===== src/rtl/tt_um_serial_add_seq.sv =====
// Bit-serial 8-bit adder for the TinyTapeout tile.
// Two operands are captured from ui_in under strobe control. They are then
// added LSB-first through a single full-adder cell, one bit per clock. The
// sum and carry stay on the pins until the consumer acknowledges.
//
// state | meaning
// IDLE  | accepting operand loads; start launches a run once both are loaded
// SHIFT | one full-adder step per cycle, LSB first, strobes ignored
// DONE  | result and carry held on the pins until an ack event
module tt_um_serial_add_seq #(
  parameter int WIDTH = 8
) (
  input  logic       clk,
  input  logic       rst_n,
  input  logic       ena,
  input  logic [7:0] ui_in,
  input  logic [7:0] uio_in,
  output logic [7:0] uo_out,
  output logic [7:0] uio_out,
  output logic [7:0] uio_oe
);

  localparam int CW = $clog2(WIDTH);
  localparam logic [CW-1:0] LAST = CW'(WIDTH - 1);

  typedef enum logic [1:0] {
    IDLE  = 2'd0,
    SHIFT = 2'd1,
    DONE  = 2'd2
  } state_t;

  state_t state, state_nxt;

  logic [3:0]       sync1, sync2, sync2_d;
  logic [3:0]       strobe_ev;
  logic             ev_load_a, ev_load_b, ev_start, ev_ack;
  logic [WIDTH-1:0] a_q, b_q, sum_sr, result_q;
  logic [CW-1:0]    cnt_q;
  logic             c_q, carry_q, a_ok, b_ok;
  logic             bit_s, bit_c, last_bit, launch;
  logic             busy, done;
  logic             unused_ok;

  // ena and the upper strobe pins carry no function on this tile
  assign unused_ok = &{1'b0, ena, uio_in[7:4]};

  // Two-flop synchronizer per strobe plus a delayed copy for 0->1 detection
  always_ff @(posedge clk or negedge rst_n) begin
    if (!rst_n) begin
      sync1   <= '0;
      sync2   <= '0;
      sync2_d <= '0;
    end else begin
      sync1   <= uio_in[3:0];
      sync2   <= sync1;
      sync2_d <= sync2;
    end
  end

  assign strobe_ev = sync2 & ~sync2_d;
  assign ev_load_a = strobe_ev[0];
  assign ev_load_b = strobe_ev[1];
  assign ev_start  = strobe_ev[2];
  assign ev_ack    = strobe_ev[3];

  // Full-adder cell fed from the operand LSBs and the running carry
  assign bit_s    = a_q[0] ^ b_q[0] ^ c_q;
  assign bit_c    = (a_q[0] & b_q[0]) | (c_q & (a_q[0] ^ b_q[0]));
  assign last_bit = (cnt_q == LAST);

  // Start only counts if both operands were loaded before this edge
  assign launch = ev_start & a_ok & b_ok;

  // State register
  always_ff @(posedge clk or negedge rst_n) begin
    if (!rst_n) begin
      state <= IDLE;
    end else begin
      state <= state_nxt;
    end
  end

  // Next-state logic; ack in DONE takes priority over a coincident start
  always_comb begin
    state_nxt = state;
    case (state)
      IDLE:    if (launch)   state_nxt = SHIFT;
      SHIFT:   if (last_bit) state_nxt = DONE;
      DONE:    if (ev_ack)   state_nxt = IDLE;
      default: state_nxt = IDLE;
    endcase
  end

  // State-decoded status outputs
  always_comb begin
    busy = 1'b0;
    done = 1'b0;
    case (state)
      SHIFT:   busy = 1'b1;
      DONE:    done = 1'b1;
      default: begin
        busy = 1'b0;
        done = 1'b0;
      end
    endcase
  end

  // Operand capture, serial add datapath and result hold register
  always_ff @(posedge clk or negedge rst_n) begin
    if (!rst_n) begin
      a_q      <= '0;
      b_q      <= '0;
      sum_sr   <= '0;
      result_q <= '0;
      cnt_q    <= '0;
      c_q      <= 1'b0;
      carry_q  <= 1'b0;
      a_ok     <= 1'b0;
      b_ok     <= 1'b0;
    end else begin
      case (state)
        IDLE: begin
          if (ev_load_a) begin
            a_q  <= ui_in[WIDTH-1:0];
            a_ok <= 1'b1;
          end
          if (ev_load_b) begin
            b_q  <= ui_in[WIDTH-1:0];
            b_ok <= 1'b1;
          end
          if (launch) begin
            cnt_q <= '0;
            c_q   <= 1'b0;
          end
        end
        SHIFT: begin
          a_q    <= a_q >> 1;
          b_q    <= b_q >> 1;
          c_q    <= bit_c;
          sum_sr <= {bit_s, sum_sr[WIDTH-1:1]};
          cnt_q  <= cnt_q + CW'(1);
          if (last_bit) begin
            result_q <= {bit_s, sum_sr[WIDTH-1:1]};
            carry_q  <= bit_c;
          end
        end
        DONE: begin
          if (ev_ack) begin
            a_ok <= 1'b0;
            b_ok <= 1'b0;
          end
        end
        default: begin
          a_ok <= 1'b0;
          b_ok <= 1'b0;
        end
      endcase
    end
  end

  assign uo_out  = result_q;
  assign uio_out = {a_ok & b_ok, carry_q, done, busy, 4'b0000};
  assign uio_oe  = 8'hF0;

endmodule

===== config.mk =====
export PLATFORM = sky130hd
export DESIGN_NAME = tt_um_serial_add_seq
export DESIGN_NICKNAME = d
export VERILOG_FILES = /design/src/rtl/tt_um_serial_add_seq.sv
export SDC_FILE = /design/constraint.sdc
export NUM_CORES = 1
export LEC_CHECK = 0
export CAP_MARGIN = 5
export CORE_ASPECT_RATIO = 1.1
export CORE_MARGIN = 2
export CORE_UTILIZATION = 51
export CTS_CLUSTER_SIZE = 28
export DETAILED_ROUTE_END_ITERATION = 16
export PLACE_DENSITY = 0.9
export SKIP_CTS_REPAIR_TIMING = 1
export SLEW_MARGIN = 25
export SYNTH_ARGS = -nofsm -noshare
export SYNTH_HDL_FRONTEND = slang
export SYNTH_SLANG_ARGS = --single-unit

===== constraint.sdc =====
create_clock -name clk -period 1.52 [get_ports clk]
set_input_delay 0.228 -clock clk [delete_from_list [all_inputs] [get_ports clk]]
set_output_delay 0.228 -clock clk [all_outputs]
set_load 0.02 [all_outputs]

Yosys cells after proc, flatten, opt, wreduce, memory -nomap -nowiden
Index checks and enable logic that the tools add are counted.
{ "totals": {"in_bits": 19, "out_inout_bits": 24, "mem_bits_ro": 0, "ff_bits": 53, "mem_count": 0, "latchBits": 0, "ram_bits": 0} }
{ "op_classes": {"eq_ne": 8, "order_cmp": 0, "muxes": 19, "multipliers": 0, "shift": 0, "addsub": 1, "bitwise_logic": 11, "div": 0, "reduce_logical": 9} }
{ "ops": {"columns": ["cell", "n"], "rows": [
  ["$pmux 8 s2", 2],
  ["$mux 8", 2],
  ["$ne 2x2->1 const B", 5],
  ["$reduce_and 3->1", 3],
  ["$reduce_and 2->1", 4],
  ["$mux 1", 6],
  ["$mux 2", 3],
  ["$pmux 1 s3", 2],
  ["$pmux 2 s3", 1],
  ["$pmux 3 s2", 1],
  ["$and 1x1->1", 5],
  ["$and 4x4->4", 1],
  ["$not 4->4", 1],
  ["$add 3x1->3 const B", 1],
  ["$eq 3x3->1 const B", 1],
  ["$mux 3", 1],
  ["$eq 2x1->1 const B", 1],
  ["$eq 2x2->1 const B", 1],
  ["$logic_not 2->1", 1],
  ["$pmux 1 s2", 1],
  ["$reduce_bool 2->1", 1],
  ["$xor 1x1->1", 2],
  ["$not 1->1", 1],
  ["$or 1x1->1", 1]
]} }

Longest topological paths before layout
{ "logic_depth": {"depth_word": 6, "mapped_depth": 7, "mapped_depth_nobuf": 4} }

Worst setup path after synthesis
No wires, ideal clock.
{ "synth_path": {"kind": "register to register", "start": "reg cnt_q[0]", "end": "reg carry_q", "setup_time_ns": 0.125, "arrival_ns": 1.217, "required_time_ns": 1.395, "setup_slack_ns": 0.178, "stages_incl_launch_ff": 5, "path_cell_list": "dfrtp_1 -> ha_1 -> ha_1 -> nand2_8 -> mux2_4"} }
{ "synth_between": {"elab_chain_len": 2} }
{ "synth_rtl": {"columns": ["item", "line_no", "source"], "rows": [
  ["start, declared", "38", "logic [CW-1:0] cnt_q;"],
  ["start signal, assigned", "141", "cnt_q <= cnt_q + CW'(1);"],
  ["$eq 3x3->1", "69", "assign last_bit = (cnt_q == LAST);"],
  ["$reduce_and 2->1 (no source line)", null, null],
  ["end signal, assigned", "144", "carry_q <= bit_c;"],
  ["end, declared", "39", "logic c_q, carry_q, a_ok, b_ok;"]
]} }
Every way passes these cells.
A chain may end at the register's enable or synchronous reset.

Worst setup path in the final report
{ "layout_path": {"start": "reg state[1]", "end": "reg b_q[7]"} }
{ "layout_between": {"elab_chain_len": 3, "elab_cells_between_ends": 6, "cone_classes": "eq/ne (2); mux (1); reduce/logical (3)"} }
{ "layout_rtl": {"columns": ["item", "line_no", "source"], "rows": [
  ["start, declared", "32", "state_t state, state_nxt;"],
  ["start signal, assigned", "79", "state <= state_nxt;"],
  ["$eq 2x1->1 / $logic_not 2->1 (equally long branches)", "121", "case (state)"],
  ["$reduce_bool 2->1 (no source line) / $ne 2x2->1 (equally long branches)", null, null],
  ["$reduce_and 2->1 (no source line)", null, null],
  ["end signal, assigned", "128", "b_q <= ui_in[WIDTH-1:0];"],
  ["end signal, assigned", "138", "b_q <= b_q >> 1;"],
  ["end, declared", "37", "logic [WIDTH-1:0] a_q, b_q, sum_sr, result_q;"]
]} }
Several ways; a longest one is shown, not always the timed one.

==> results.json <==
{
  "grt_max_degree": 53,
  "synthesis.area_um2": 2240,
  "power.density_nw_per_um2": 1940,
  "place.gp.congestion": 0.768,
  "synth_area_per_cell_um2": 11.6,
  "nFillCells": 338,
  "syn_to_final_growth_pct": 17.0,
  "place_inst": 267,
  "core_area_um2": 4250,
  "finalHoldViolCount": 0,
  "cts_buffers": 5,
  "viasPerCell": 5.06,
  "finalCriticalPeriod_ps": 1430,
  "die-width_um": 67.2,
  "port_buffers": 25,
  "nNetsFinal": 243,
  "routedWlPerCell_um": 13.7,
  "seq_area_frac_synth": 0.581,
  "drtPass1Iterations": 4,
  "ys_warn_count": 0,
  "critPathLaunchType": "register",
  "antenna_found_initial": 0,
  "setup.worst_path.start": "state[1]$_DFFE_PN0P_",
  "clockBufferDepth": 2,
  "irDropWorstVdd_mv": 0.824,
  "placed_cell_area_um2": 2500,
  "cts_tree": "built",
  "crit_path_max_incr_delay_ps": 520,
  "synth_cells": 193,
  "maxSlewViolCount": 0,
  "yosys_register_bits": 52,
  "hp-class": "input port to register",
  "fp-row-count": 25,
  "layout.area.seq_um2": 1300,
  "fin_util": 0.616,
  "worstPathArrival_ps": 1630,
  "status": "complete, no violations",
  "async_flop_share": 1.00,
  "grt_pass1_vias": 1276,
  "drive_gt1_frac": 0.136,
  "setup_tns_ps": 0,
  "htree_levels": 2,
  "synth_cell_types": 30,
  "place_hpwl_um": 2600,
  "drv_cap": 0,
  "grt_pass1_wl_um": 6240,
  "fin_crit_sh": 0.938,
  "num_vias": 1392,
  "overflow": 0,
  "drtAntennaViolNets": 0,
  "cts.clk_slew.worst_paths_ps": 90,
  "start_util": 0.527,
  "groute.usage.overall": 0.174,
  "multi_input_area_um2": 761,
  "routed_wl_um": 3760,
  "drc": 0,
  "grt_setup_unrepaired": "false",
  "crit_chain": "buf_4, or3b_1, nand3_1, nand2_1",
  "power.total_uw": 5090,
  "synth_edf_count": 0,
  "stdcell_count": 275,
  "setup_viol": 0,
  "die-area_um2": 4940,
  "ys.flop_type": "dfrtp_1",
  "die_y_um": 73.5,
  "n_antenna_cell": 0,
  "holdCritStartpoint": "uio_in[0]",
  "drt-initial-drc-count": 81,
  "num_io_pins": 43,
  "max_freq_mhz": 701,
  "r2r_start": "state[1]$_DFFE_PN0P_",
  "crit_type": "register to register",
  "worstPathRequired_ps": 1720,
  "skew_ps": 8.50,
  "cp_max_fo": 9,
  "leakagePower_uw": 0.00141,
  "clock_latency_ps": 310,
  "cts.sink_count": 52,
  "endpoint_kind": "register",
  "final_cell_area_um2": 2620,
  "cts_root_buf": "clkbuf_8",
  "critPathSlowestCell": "or3b_1"
}
[layout by cell type, fill, tap and decap left out]
master           count
a2bb2oi_1            1
a22o_1               3
o21ai_1              1
and4b_1              1
nand2_8              1
or3b_1               1
nor4b_4              1
dfrtp_1             52
o21ai_0              7
a21oi_1             17
fa_1                 1
nor2b_1              1
nor3b_4              1
dlygate4sd3_1        1
buf_4                5
o22ai_1              2
clkbuf_8             5
conb_1              12
nor2_1               8
dlymetal6s2s_1      12
clkdlybuf4s50_1     12
nand2b_1             3
o21bai_1             1
buf_2                1
clkinvlp_4           1
nand2b_4             1
nand2_1             35
mux2_4               9
inv_6                1
inv_8                1
inv_1                9
mux2_2               1
ha_1                 2
buf_12               2
nand3_1              2
a22oi_1              7
[stage by stage]
stage,worst slack [ps],hold slack [ps]
3_3_place_gp,52.3,235
2_1_floorplan,178,-67.6
6_report,94.0,343
5_1_grt,47.6,344
3_5_place_dp,68.6,257
4_1_cts,-278,-85.4
[logic make-up (layout without fill, tap and decap cells)]
family,count (synthesis),count (layout),share of synthesized area
simple gates,55,55,0.130
flops,52,52,0.581
compound gates,39,39,0.104
buf+inv,32,50,0.0966
mux,10,10,0.0653
fa+ha+maj,3,3,0.0201
other cells,2,12,0.00335
[worst max-delay path: cells and delay by family (launching register included)]
family | cells | cell delay (ps)
buf+inv | 1 | 180
flops | 1 | 400
simple gates | 3 | 730
[where the power goes]
part	total (uW)	internal [uW]	switching, uW
registers	2170	1870	303
logic	2150	1010	1140
clock network	775	321	454
total	5090	3200	1890
[cell usage after synthesis, drive strengths merged (2+ instances only)]
cell / count / area, um^2
ha: 2 / 25.0
nand3: 2 / 10.0
conb: 2 / 7.51
a21oi: 17 / 85.1
a22o: 3 / 26.3
nand2: 36 / 151
a22oi: 7 / 52.6
dfrtp: 52 / 1300
mux2: 10 / 146
nand2b: 4 / 32.5
o21ai: 8 / 40.0
o22ai: 2 / 12.5
buf: 22 / 171
inv: 10 / 45.0
nor2: 8 / 30.0
[layer usage]
metal  global-route usage  share of wire  vias up
met2                0.277           0.49       34
li1                     -              -      668
met1                0.227           0.44      685
met5                    0              0        -
met3               0.0383          0.042        5
met4               0.0816          0.024        0
[final timing paths]
kind,end,slack [ps],cells after the start
setup / recovery,b_q[7]$_DFFE_PN0P_,90,4
min in group asynchronous,b_q[2]$_DFFE_PN0P_,460,3
hold / removal,sync1[0]$_DFF_PN0_,340,1
hold reg to reg,sync2[1]$_DFF_PN0_,350,0
setup reg to reg,b_q[7]$_DFFE_PN0P_,90,4
max in group asynchronous,uo_out[3]$_DFFE_PN0P_,840,3
[cell type report]
| type | count | area share |
|---|---|---|
| Clock buffer | 5 | 0.0262 |
| Clock inverter | 2 | 0.00620 |
| Inverter | 10 | 0.0172 |
| Multi-Input combinational cell | 119 | 0.290 |
| Sequential cell | 52 | 0.496 |
| Tap cell | 54 | 0.0258 |
| Timing Repair Buffer | 33 | 0.138 |
[registers in the layout, indices dropped and copies added (netlist names)]
register  count
a_q           8
cnt_q         3
sync2         4
sync1         4
a_ok          1
c_q           1
sum_sr        7
b_ok          1
b_q           8
sync2_d       4
uo_out        8
state         2
carry_q       1
(Power assumes the default switching activity.)
